$ cat src/rtl/clz_norm_pipe_if.sv
// Operand/result bundle for clz_norm_pipe: valid/ready input side carrying data, mode and tag,
// and valid/ready output side carrying count, normalised operand, zero flag and tag.
interface clz_norm_pipe_if #(
   parameter int unsigned WIDTH = 8,
   parameter int unsigned TAG_W = 4
);
   localparam int unsigned CW = $clog2(WIDTH + 1);

   logic             in_valid;
   logic             in_ready;
   logic [WIDTH-1:0] in_data;
   logic             in_mode;
   logic [TAG_W-1:0] in_tag;
   logic             out_valid;
   logic             out_ready;
   logic [CW-1:0]    out_count;
   logic [WIDTH-1:0] out_norm;
   logic             out_zero;
   logic [TAG_W-1:0] out_tag;

   // Producer/consumer side
   modport master (
      output in_valid, in_data, in_mode, in_tag, out_ready,
      input  in_ready, out_valid, out_count, out_norm, out_zero, out_tag
   );

   // Pipeline side
   modport slave (
      input  in_valid, in_data, in_mode, in_tag, out_ready,
      output in_ready, out_valid, out_count, out_norm, out_zero, out_tag
   );
endinterface

$ cat src/rtl/clz_norm_pipe.sv
// Three-stage leading-zero / redundant-sign counter with left-shift normalisation.
// A single global stall (adv) moves or holds every stage together.
module clz_norm_pipe #(
   parameter int unsigned WIDTH = 8,
   parameter int unsigned TAG_W = 4
) (
   input logic          clk,
   input logic          rst_n,
   clz_norm_pipe_if.slave bus
);
   localparam int unsigned CW    = $clog2(WIDTH + 1);
   localparam int unsigned P     = 1 << CW;
   localparam int unsigned NODES = P / 2;

   logic             adv;
   logic [WIDTH-1:0] search;
   logic [WIDTH-1:0] sign_inv;

   logic             s1_valid_q, s1_valid_d;
   logic [WIDTH-1:0] s1_data_q, s1_data_d;
   logic [WIDTH-1:0] s1_search_q, s1_search_d;
   logic             s1_mode_q, s1_mode_d;
   logic [TAG_W-1:0] s1_tag_q, s1_tag_d;

   logic             s2_valid_q, s2_valid_d;
   logic [WIDTH-1:0] s2_data_q, s2_data_d;
   logic             s2_mode_q, s2_mode_d;
   logic [TAG_W-1:0] s2_tag_q, s2_tag_d;
   logic [CW-1:0]    s2_count_q, s2_count_d;

   logic             out_valid_q, out_valid_d;
   logic [CW-1:0]    out_count_q, out_count_d;
   logic [WIDTH-1:0] out_norm_q, out_norm_d;
   logic             out_zero_q, out_zero_d;
   logic [TAG_W-1:0] out_tag_q, out_tag_d;

   logic [P-1:0]     pad_vec;
   logic [CW-1:0]    tree_count;
   logic             tree_valid;

   // The single 1 right below the search vector caps an all-zero search at WIDTH.
   always_comb begin
      pad_vec                     = '0;
      pad_vec[P-1 -: WIDTH]       = s1_search_q;
      pad_vec[P-WIDTH-1]          = 1'b1;
   end

   for (genvar l = 0; l < CW; l++) begin : g_lvl
      logic [(NODES>>l)-1:0]      v;
      logic [(NODES>>l)-1:0][l:0] p;
      for (genvar j = 0; j < (NODES >> l); j++) begin : g_node
         if (l == 0) begin : g_leaf
            assign v[j] = pad_vec[2*j+1] | pad_vec[2*j];
            assign p[j] = ~pad_vec[2*j+1];
         end else begin : g_merge
            assign v[j] = g_lvl[l-1].v[2*j+1] | g_lvl[l-1].v[2*j];
            assign p[j] = g_lvl[l-1].v[2*j+1] ? {1'b0, g_lvl[l-1].p[2*j+1]}
                                              : {1'b1, g_lvl[l-1].p[2*j]};
         end
      end
   end

   assign tree_valid = g_lvl[CW-1].v[0];
   assign tree_count = g_lvl[CW-1].p[0];

   always_comb begin
      adv      = bus.out_ready | ~out_valid_q;
      sign_inv = bus.in_data ^ {WIDTH{bus.in_data[WIDTH-1]}};
      search   = bus.in_mode ? {sign_inv[WIDTH-2:0], 1'b1} : bus.in_data;

      s1_valid_d  = s1_valid_q;
      s1_data_d   = s1_data_q;
      s1_search_d = s1_search_q;
      s1_mode_d   = s1_mode_q;
      s1_tag_d    = s1_tag_q;
      s2_valid_d  = s2_valid_q;
      s2_data_d   = s2_data_q;
      s2_mode_d   = s2_mode_q;
      s2_tag_d    = s2_tag_q;
      s2_count_d  = s2_count_q;
      out_valid_d = out_valid_q;
      out_count_d = out_count_q;
      out_norm_d  = out_norm_q;
      out_zero_d  = out_zero_q;
      out_tag_d   = out_tag_q;

      if (adv) begin
         s1_valid_d  = bus.in_valid;
         s1_data_d   = bus.in_data;
         s1_search_d = search;
         s1_mode_d   = bus.in_mode;
         s1_tag_d    = bus.in_tag;

         s2_valid_d  = s1_valid_q;
         s2_data_d   = s1_data_q;
         s2_mode_d   = s1_mode_q;
         s2_tag_d    = s1_tag_q;
         // tree_valid is always set by the pad bit; the fallback is never taken
         s2_count_d  = tree_valid ? tree_count : CW'(WIDTH);

         out_valid_d = s2_valid_q;
         out_count_d = s2_count_q;
         out_norm_d  = s2_data_q << s2_count_q;
         out_zero_d  = s2_mode_q ? ((&s2_data_q) | ~(|s2_data_q)) : ~(|s2_data_q);
         out_tag_d   = s2_tag_q;
      end
   end

   always_ff @(posedge clk or negedge rst_n) begin
      if (!rst_n) begin
         s1_valid_q  <= 1'b0;
         s1_data_q   <= '0;
         s1_search_q <= '0;
         s1_mode_q   <= 1'b0;
         s1_tag_q    <= '0;
         s2_valid_q  <= 1'b0;
         s2_data_q   <= '0;
         s2_mode_q   <= 1'b0;
         s2_tag_q    <= '0;
         s2_count_q  <= '0;
         out_valid_q <= 1'b0;
         out_count_q <= '0;
         out_norm_q  <= '0;
         out_zero_q  <= 1'b0;
         out_tag_q   <= '0;
      end else begin
         s1_valid_q  <= s1_valid_d;
         s1_data_q   <= s1_data_d;
         s1_search_q <= s1_search_d;
         s1_mode_q   <= s1_mode_d;
         s1_tag_q    <= s1_tag_d;
         s2_valid_q  <= s2_valid_d;
         s2_data_q   <= s2_data_d;
         s2_mode_q   <= s2_mode_d;
         s2_tag_q    <= s2_tag_d;
         s2_count_q  <= s2_count_d;
         out_valid_q <= out_valid_d;
         out_count_q <= out_count_d;
         out_norm_q  <= out_norm_d;
         out_zero_q  <= out_zero_d;
         out_tag_q   <= out_tag_d;
      end
   end

   assign bus.in_ready  = adv;
   assign bus.out_valid = out_valid_q;
   assign bus.out_count = out_count_q;
   assign bus.out_norm  = out_norm_q;
   assign bus.out_zero  = out_zero_q;
   assign bus.out_tag   = out_tag_q;
endmodule

$ cat src/flat_wrapper.sv
// flat-port wrapper written by rule: the top's interface ports become plain ports
module clz_norm_pipe_flat 
#(
   parameter int unsigned WIDTH = 8,
   parameter int unsigned TAG_W = 4
)
  (clk, rst_n, bus_in_valid, bus_in_data, bus_in_mode, bus_in_tag, bus_out_ready, bus_in_ready, bus_out_valid, bus_out_count, bus_out_norm, bus_out_zero, bus_out_tag);
  clz_norm_pipe_if #(.WIDTH(WIDTH), .TAG_W(TAG_W)) bus_i ();
  input logic clk;
  input logic rst_n;
  input wire logic [$bits(bus_i.in_valid)-1:0] bus_in_valid;
  input wire logic [$bits(bus_i.in_data)-1:0] bus_in_data;
  input wire logic [$bits(bus_i.in_mode)-1:0] bus_in_mode;
  input wire logic [$bits(bus_i.in_tag)-1:0] bus_in_tag;
  input wire logic [$bits(bus_i.out_ready)-1:0] bus_out_ready;
  output wire logic [$bits(bus_i.in_ready)-1:0] bus_in_ready;
  output wire logic [$bits(bus_i.out_valid)-1:0] bus_out_valid;
  output wire logic [$bits(bus_i.out_count)-1:0] bus_out_count;
  output wire logic [$bits(bus_i.out_norm)-1:0] bus_out_norm;
  output wire logic [$bits(bus_i.out_zero)-1:0] bus_out_zero;
  output wire logic [$bits(bus_i.out_tag)-1:0] bus_out_tag;
  assign bus_i.in_valid = bus_in_valid;
  assign bus_i.in_data = bus_in_data;
  assign bus_i.in_mode = bus_in_mode;
  assign bus_i.in_tag = bus_in_tag;
  assign bus_i.out_ready = bus_out_ready;
  assign bus_in_ready = bus_i.in_ready;
  assign bus_out_valid = bus_i.out_valid;
  assign bus_out_count = bus_i.out_count;
  assign bus_out_norm = bus_i.out_norm;
  assign bus_out_zero = bus_i.out_zero;
  assign bus_out_tag = bus_i.out_tag;
  clz_norm_pipe #(.WIDTH(WIDTH), .TAG_W(TAG_W)) u_core (.clk(clk), .rst_n(rst_n), .bus(bus_i));
endmodule
$ cat config.mk
export PLATFORM = sky130hd
export DESIGN_NAME = clz_norm_pipe_flat
export DESIGN_NICKNAME = d
export VERILOG_FILES = /design/src/rtl/clz_norm_pipe_if.sv /design/src/rtl/clz_norm_pipe.sv /design/src/flat_wrapper.sv
export SDC_FILE = /design/constraint.sdc
export NUM_CORES = 1
export LEC_CHECK = 0
export CORE_ASPECT_RATIO = 2
export CORE_MARGIN = 8
export CORE_UTILIZATION = 49
export DETAILED_ROUTE_END_ITERATION = 16
export HOLD_SLACK_MARGIN = 0.08
export PLACE_DENSITY = 0.76
export REMOVE_ABC_BUFFERS = 1
export SYNTH_ARGS = -nofsm -noshare
export SYNTH_HDL_FRONTEND = slang
export SYNTH_SLANG_ARGS = --single-unit
$ cat constraint.sdc
create_clock -name clk -period 1.33 [get_ports clk]
set_input_delay 0.399 -clock clk [delete_from_list [all_inputs] [get_ports clk]]
set_output_delay 0.399 -clock clk [all_outputs]
set_load 0.02 [all_outputs]
Word level (Yosys, flattened, before mapping)
Index checks and enable logic that the tools add are counted.
- word-level logic and storage cells: 40
- output and inout bits: 19
- bits of input ports: 17
- flip-flop bits (word level): 58
- muxes and demuxes: 6
- reduce and logical (&&, ||, !) cells: 2
- shift-type cells: 1
- bitwise gates (word level): 16
- operator list (cell ; number):
    $or 1x1->1 ; 9
    $mux 8 ; 1
    $reduce_and 8->1 ; 1
    $reduce_or 8->1 ; 1
    $shl 8x4->8 ; 1
    $xor 7x7->7 ; 1
    $not 1->1 ; 6
    $mux 2 ; 2
    $mux 4 ; 1
    $mux 3 ; 1
    $mux 1 ; 1

Longest topological paths before layout
Gate-level depths: netlist (run 1).
- depth in word-level cells: 4
- depth in mapped cells: 5
- depth with buffers taken out: 4

Worst setup path before layout (run 1)
OpenSTA, ideal clock, no wires.
- path type: reg-to-output
- start: reg u_core.out_valid_q, in the netlist u_core.bus.out_valid
- end: out bus_in_ready
- path buffers: 1
- setup slack: -0.182 ns
- required time: 0.931 ns
- cell stages (with the launch flop): 4
- data arrival time: 1.113 ns
- cells stage by stage: dfrtp_1 > nor2b_1 > inv_2 > clkbuf_1
- word-level cells in the longest chain between the ends: 2
- RTL lines (element ; RTL line ; RTL):
    start, declared ; clz_norm_pipe.sv:31 ; logic out_valid_q, out_valid_d;
    start signal, assigned ; clz_norm_pipe.sv:137 ; out_valid_q <= out_valid_d;
    $not 1->1 ; clz_norm_pipe.sv:67 ; adv = bus.out_ready | ~out_valid_q;
    $or 1x1->1 ; clz_norm_pipe.sv:67 ;
    end, declared ; flat_wrapper.sv:16 ; output wire logic [$bits(bus_i.in_ready)-1:0] bus_in_ready;
No other way between the ends.

Worst setup path after layout (run 1)
- start: reg u_core.s2_count_q[0]
- end: reg u_core.out_norm_q[7], in the netlist u_core.bus.out_norm[7]
- word-level cells in the longest chain between the ends: 1
- RTL lines (element ; RTL line ; RTL):
    start, declared ; clz_norm_pipe.sv:29 ; logic [CW-1:0] s2_count_q, s2_count_d;
    start signal, assigned ; clz_norm_pipe.sv:136 ; s2_count_q <= s2_count_d;
    $shl 8x4->8 ; clz_norm_pipe.sv:103 ; out_norm_d = s2_data_q << s2_count_q;
    end signal, assigned ; clz_norm_pipe.sv:139 ; out_norm_q <= out_norm_d;
    end, declared ; clz_norm_pipe.sv:33 ; logic [WIDTH-1:0] out_norm_q, out_norm_d;
No other way between the ends.
A chain may end at the register's enable or synchronous reset.

==> impl_metrics.sql, run 1 <==
INSERT INTO impl_metrics (metric_group, metric, value, unit) VALUES
('min_path', 'hold_class', 'register to register', ''),
('drt', 'vias', '2252', ''),
('floorplanning', 'placementRows', '37', ''),
('drt', 'detail_route.wl_per_cell', '15.2', 'um'),
('cts', 'max-clock-path-buffers', '2', ''),
('synth', 'netlist.top_cell.by_area', 'sky130_fd_sc_hd__dfrtp_1', ''),
('cts', 'clkTransAtPathRegs', '60', 'ps'),
('synth', 'average_size_of_a_mapped_cell', '9.10', 'um2'),
('global_routing', 'grt_pass1_vias', '2373', ''),
('layout', 'design.final.nets', '381', ''),
('layout', 'final_cell_mix', 'sky130_fd_sc_hd__nand2_1, sky130_fd_sc_hd__dfrtp_1, sky130_fd_sc_hd__buf_4', ''),
('pwr', 'p_leak', '1.82', 'nW'),
('timing', 'maxSlewViolCount', '0', ''),
('timing', 'period_needed', '1520', 'ps'),
('floorplanning', 'design.core.area', '5090', 'um2'),
('pwr', 'power_per_cell_area', '2250', 'nW/um2'),
('timing', 'setup_viol', '9', ''),
('drt', 'routed_wl', '6510', 'um'),
('synth', 'yosys.cell_types.count', '30', ''),
('timing', 'final_number_of_hold_violating_endpoints', '0', ''),
('layout', 'final_cells', '427', ''),
('global_routing', 'largest_net_degree_at_the_start_of_global_routing', '59', ''),
('cts', 'clk-insertion-delay-late', '350', 'ps'),
('drt', 'starting_drt_drc_count', '120', ''),
('timing', 'grt_setup_unrepaired', 'true', ''),
('timing', 'hold-worst-slack', '459', 'ps'),
('cts', 'cts-buffers-inserted', '9', ''),
('global_routing', 'grt_pass1_wl', '10400', 'um'),
('global_routing', 'grt_antenna_before_repair', '0', ''),
('layout', 'area_growth_syn_to_layout', '41.4', '%'),
('layout', 'multi_input_area', '1110', 'um2'),
('cts', 'clock_sinks', '58', ''),
('floorplanning', 'chipHeight', '118', 'um'),
('floorplanning', 'floorplan.initialDensity', '50.2', '%'),
('synth', 'ys_seq_elements', '58', ''),
('floorplanning', 'design.die.area', '7920', 'um2'),
('place', 'place_congestion', '0.831', ''),
('setup_path', 'path_max_fanout', '3', ''),
('timing', 'fin_ws', '-185', 'ps'),
('drt', 'drc', '0', ''),
('setup_path', 'timing.reg2reg.worst_path_depth', '3', ''),
('min_path', 'hold_path_depth', '2', ''),
('place', 'buffers_added_on_ports', '35', ''),
('global_routing', 'grt.overflow.total', '0', ''),
('cts', 'tritoncts', 'built', ''),
('synth', 'syn-cell-area', '2560', 'um2'),
('layout', 'filler_cell_count', '375', ''),
('drt', 'drt_first_pass_iters', '4', ''),
('place', 'worst_setup_slack_before_clock_tree_synthesis', '-683', 'ps'),
('setup_path', 'endpoint_class_of_the_critical_path', 'register', ''),
('status', 'run_status', 'finished, violations left', ''),
('setup_path', 'timing.critical_path.from_type', 'register', ''),
('setup_path', 'timing_worst_setup_path_type', 'register to register', ''),
('drt', 'ant_nets', '0', ''),
('place', 'dpl.hpwl', '4090', 'um'),
('setup_path', 'cp_data_required_time', '1560', 'ps'),
('timing', 'period_share', '114', '%'),
('layout', 'sequential_cell_area', '1450', 'um2'),
('timing', 'skew', '5.48', 'ps'),
('synth', 'yosys.area.top_type_share', '56.8', '%'),
('cts', 'cts.htree.levels', '3', ''),
('layout', 'layout.cells.most_common', 'sky130_fd_sc_hd__nand2_1', ''),
('global_routing', 'gr-usage-all-layers', '17.3', '%'),
('layout', 'antenna-diode-count', '0', ''),
('synth', 'ys_top_cells_by_area', 'sky130_fd_sc_hd__dfrtp_1, sky130_fd_sc_hd__nand2_1, sky130_fd_sc_hd__o21ai_0', ''),
('cts', 'clockRootBuffer', 'sky130_fd_sc_hd__clkbuf_8', ''),
('floorplanning', 'count_of_pins_on_the_block_boundary', '36', ''),
('pwr', 'power.ir.vdd_worst', '1.51', 'mV'),
('synth', 'yosysSeqAreaShare', '56.8', '%'),
('timing', 'worst_pin_slew', '498', 'ps'),
('setup_path', 'arrival', '1750', 'ps'),
('floorplanning', 'die-width', '67.1', 'um'),
('layout', 'drive_gt1_share', '29.0', '%'),
('timing', 'fmax', '660', 'MHz'),
('drt', 'post_dr_vias_cell', '5.27', ''),
('place', 'dp.cells', '406', ''),
('synth', 'synth-warning-count', '0', ''),
('timing', 'worst_case_headroom_to_the_max_slew_limit', '66.6', '%'),
('synth', 'postSynthCellCount', '281', ''),
('status', 'violations', 'negative setup slack', ''),
('job', 'cap_viol_max_count', '0', '');
-- area by class of cell --
| cell class | instances | share of cell area [%] |
|---|---|---|
| Sequential cell | 58 | 40.2 |
| Multi-Input combinational cell | 206 | 30.8 |
| Timing Repair Buffer | 88 | 19.9 |
| Clock buffer | 11 | 4.19 |
| Clock inverter | 5 | 2.77 |
| Tap cell | 58 | 2.01 |
| Inverter | 1 | 0.104 |
-- cell families after synthesis --
logic type	count (synthesis)	share of synthesized area, %
xor gates and xnor gates	7	2.40
muxes	8	4.65
DFF	58	56.8
buffers and inverters	17	2.99
and+or+nand+nor	156	24.5
AOI/OAI and AO/OA	35	8.66
-- registers in the layout, indices dropped and copies added (netlist names), 8 cells and up --
name                 cells
u_core.bus.out_norm      8
u_core.s1_data_q         8
u_core.s1_search_q       8
u_core.s2_data_q         8
-- per-stage QoR --
step                instance area (um2)  total power, mW  setup TNS [ps]  util (%)
floorplan                          2480             4.27         -145210         -
global placement                   3290             5.77          -22120      64.7
detailed placement                 3290             5.91          -24340      64.7
CTS                                3560             7.99            -624      69.9
global route                       3610             8.57           -1320      71.0
finish                             3610             8.13            -666      71.0
-- worst paths after layout --
path / start / slack, ps / end
worst max-delay path: u_core.s2_count_q[0] / -190 / u_core.bus.out_norm[7]
worst max register to register: u_core.s2_count_q[0] / -190 / u_core.bus.out_norm[7]
min in group asynchronous: rst_n / 560 / u_core.bus.out_count[1]
worst min register to register: u_core.s2_valid_q / 460 / u_core.s2_valid_q
max in group asynchronous: rst_n / 470 / u_core.s2_count_q[1]
worst min-delay path: u_core.s2_valid_q / 460 / u_core.s2_valid_q
-- cell usage after synthesis (all sizes together) --
library cell,number
mux2,1
buf,10
xor2,1
and4b,1
inv,1
o41ai,1
a32o,1
mux2i,4
a21oi,5
nand3b,1
and2,1
nand2b,1
nor4,3
nor2b,4
o211ai,1
mux4,3
nand3,2
o31ai,2
nand4,1
a211oi,1
nor2,8
o21ai,17
xnor2,6
dfrtp,58
nor3,3
nand2,131
clkbuf,6
a221o,1
a22o,6
-- worst max-delay path: stages (launching register included) --
cell,delay (ps)
sky130_fd_sc_hd__dfrtp_1,410
sky130_fd_sc_hd__mux4_2,540
sky130_fd_sc_hd__mux2_4,280
sky130_fd_sc_hd__a22o_1,180
-- report_power, final --
part	leakage [nW]	switching [mW]	internal (mW)
Clock	0.129	0.702	1.34
Sequential	0.711	0.424	2.36
Combinational	0.982	1.69	1.61
-- per-layer routing --
layer  track usage (%)  up-vias  routed length, um
met3              5.39       25                384
met2              29.3       79               3460
met5                 0        -                  0
li1                  -     1087                  -
met4              13.2        0                324
met1              16.2     1061               2340
-- timing repair --
item | in CTS | in global routing
endpoints found under the setup margin | 65 | 41
pin swaps | 8 | 8
hold endpoints to repair | 58 | 0
resized for setup | 98 | 10
hold buffers | 1 | 0
buffers inserted | 3 | 3
(Power assumes the default switching activity.)
==> inputs of run 2 (changes only) <==
CAP_MARGIN = 20   (was unset)
PLACE_DENSITY = 0.78   (was 0.76)
==> run 2 against run 1 <==
Net effect:
- the run still ends with negative setup slack left
- fmax about the same
- sequential share of layout area is 2.1 points lower
- routed wire length grew 16%
- cell area increased by 5.6%
- sequential power rose by 2%
- clock skew is 7.5 ps higher
- first-iteration DRC count up 43%
- register-to-register slack improved by 40 ps
- via count grew 5.8%
- combinational power grew 14%
- power up 3.3%
- critical endpoint is now bus_in_ready
- largest cell class unchanged
- largest power group unchanged
==> impl_metrics.sql, run 2 (synthesis results as in run 1) <==
INSERT INTO impl_metrics (metric_group, metric, value, unit) VALUES
('place', 'place_congestion', '0.856', ''),
('min_path', 'min_from', 'u_core.bus.out_count[0]', ''),
('cts', 'clk-insertion-delay-late', '350', 'ps'),
('cts', 'cts-buffers-inserted', '9', ''),
('timing', 'worst_pin_slew', '339', 'ps'),
('floorplanning', 'count_of_pins_on_the_block_boundary', '36', ''),
('cts', 'cts.htree.levels', '3', ''),
('setup_path', 'path_max_fanout', '2', ''),
('job', 'cap_viol_max_count', '0', ''),
('layout', 'design.final.nets', '391', ''),
('drt', 'routed_wl', '7520', 'um'),
('layout', 'postLayoutCellArea', '3820', 'um2'),
('global_routing', 'grt_pass1_vias', '2209', ''),
('global_routing', 'grt_pass1_wl', '9890', 'um'),
('timing', 'grt_setup_unrepaired', 'true', ''),
('global_routing', 'grt.overflow.total', '0', ''),
('cts', 'clkTransAtPathRegs', '60', 'ps'),
('cts', 'clockRootBuffer', 'sky130_fd_sc_hd__clkbuf_8', ''),
('floorplanning', 'placementRows', '37', ''),
('layout', 'layout.cells.most_common', 'sky130_fd_sc_hd__nand2_1', ''),
('setup_path', 'r2r_slack', '-150', 'ps'),
('layout', 'filler_cell_count', '332', ''),
('drt', 'post_dr_vias_cell', '5.45', ''),
('setup_path', 'timing.critical_path.from_type', 'register', ''),
('global_routing', 'grt_antenna_before_repair', '0', ''),
('pwr', 'p_leak', '1.91', 'nW'),
('timing', 'hold-worst-slack', '463', 'ps'),
('timing', 'skew', '13.0', 'ps'),
('floorplanning', 'design.core.area', '5090', 'um2'),
('setup_path', 'cp_data_required_time', '930', 'ps'),
('layout', 'final_cell_mix', 'sky130_fd_sc_hd__nand2_1, sky130_fd_sc_hd__dfrtp_1, sky130_fd_sc_hd__buf_4', ''),
('timing', 'final_number_of_hold_violating_endpoints', '0', ''),
('place', 'postPlaceCellArea', '3290', 'um2'),
('place', 'buffers_added_on_ports', '35', ''),
('place', 'worst_setup_slack_before_clock_tree_synthesis', '-686', 'ps'),
('pwr', 'power.ir.vdd_worst', '1.87', 'mV'),
('status', 'violations', 'negative setup slack', ''),
('timing', 'period_share', '114', '%'),
('pwr', 'power_per_cell_area', '2200', 'nW/um2'),
('layout', 'drive_gt1_share', '32.5', '%'),
('place', 'dpl.hpwl', '3900', 'um'),
('drt', 'drt_first_pass_iters', '4', ''),
('timing', 'period_needed', '1510', 'ps'),
('cts', 'tritoncts', 'built', ''),
('setup_path', 'endpoint_class_of_the_critical_path', 'output pin', ''),
('setup_path', 'timing_worst_setup_path_type', 'register to output pin', ''),
('floorplanning', 'die-width', '67.1', 'um'),
('timing', 'worst_case_headroom_to_the_max_slew_limit', '77.3', '%'),
('drt', 'starting_drt_drc_count', '172', ''),
('setup_path', 'regToRegStartpoint', 'u_core.s2_count_q[0]', ''),
('setup_path', 'arrival', '1120', 'ps'),
('cts', 'max-clock-path-buffers', '2', ''),
('drt', 'detail_route.wl_per_cell', '17.2', 'um'),
('timing', 'fin_ws', '-185', 'ps'),
('floorplanning', 'design.die.area', '7920', 'um2'),
('layout', 'antenna-diode-count', '0', ''),
('floorplanning', 'floorplan.initialDensity', '50.2', '%'),
('layout', 'multi_input_area', '1120', 'um2'),
('timing', 'maxSlewViolCount', '0', ''),
('layout', 'final_core_utilization', '75.0', '%'),
('timing', 'fmax', '660', 'MHz'),
('status', 'run_status', 'finished, violations left', ''),
('layout', 'area_growth_syn_to_layout', '49.3', '%'),
('global_routing', 'gr-usage-all-layers', '15.9', '%'),
('drt', 'vias', '2382', ''),
('drt', 'drc', '0', ''),
('layout', 'sequential_cell_area', '1460', 'um2'),
('global_routing', 'largest_net_degree_at_the_start_of_global_routing', '59', ''),
('setup_path', 'crit_path_start', 'u_core.bus.out_valid', ''),
('timing', 'setup_viol', '17', ''),
('floorplanning', 'chipHeight', '118', 'um'),
('min_path', 'hold_class', 'register to register', ''),
('drt', 'ant_nets', '0', ''),
('cts', 'clock_sinks', '58', '');
[run 2: changes by cell type in the layout (fill, tap and decap cells not counted), sizes merged]
cell,delta
bufinv,-1
clkbuf,+4
clkinv,+2
buf,+5
[run 2: cell type report]
cell class | instances | area share (%)
timing repair buffer | 98 | 24.9
tap | 58 | 1.90
sequential | 58 | 38.1
multi-input combinational | 206 | 29.2
inverter | 1 | 0.0983
clock inverter | 6 | 2.10
clock buffer | 10 | 3.61
[run 2: stage by stage]
stage / total power, mW / cells / TNS [ps]
2_1_floorplan: 4.27 / 265 / -145210
3_3_place_gp: 5.73 / 405 / -23070
3_5_place_dp: 5.85 / 405 / -24960
4_1_cts: 7.62 / 425 / -900
5_1_grt: 8.83 / 437 / -2130
6_report: 8.39 / 437 / -1180
[run 2: critical path: stages (launching register included)]
cell                      delay, ps
sky130_fd_sc_hd__dfrtp_1        390
sky130_fd_sc_hd__nor2b_4        190
sky130_fd_sc_hd__inv_2           70
sky130_fd_sc_hd__buf_6          130
[run 2: what timing repair did]
item	CTS	global route
hold endpoints to repair	58	0
setup buffers	3	6
setup endpoints to repair	65	49
hold buffers	1	0
pin swaps	1	8
gates resized for setup	86	44
cloned	0	6
[run 2: path summary, 6_finish.rpt]
kind,endpoint,depth (start not counted)
max,bus_in_ready,3
min,u_core.bus.out_count[0],2
max reg2reg,u_core.bus.out_norm[5],4
min reg2reg,u_core.bus.out_count[0],2
max in group asynchronous,u_core.s2_count_q[0],3
min in group asynchronous,u_core.s1_data_q[2],3
[run 2: report_power, final]
part           total [mW]  internal (mW)  switching, mW  leakage [nW]
sequential           2.84           2.37          0.467         0.708
combinational        3.77           1.93           1.84          1.09
clock                1.79           1.09          0.696         0.116
total                8.39           5.39           3.00          1.91
[run 2: per-layer routing]
layer	vias to the layer above	GRT usage, %	part of all wire, %
met2	73	27.5	56
li1	1109	-	-
met5	-	0	0
met1	1165	17.0	34
met4	0	7.11	6.0
met3	35	4.26	4.2
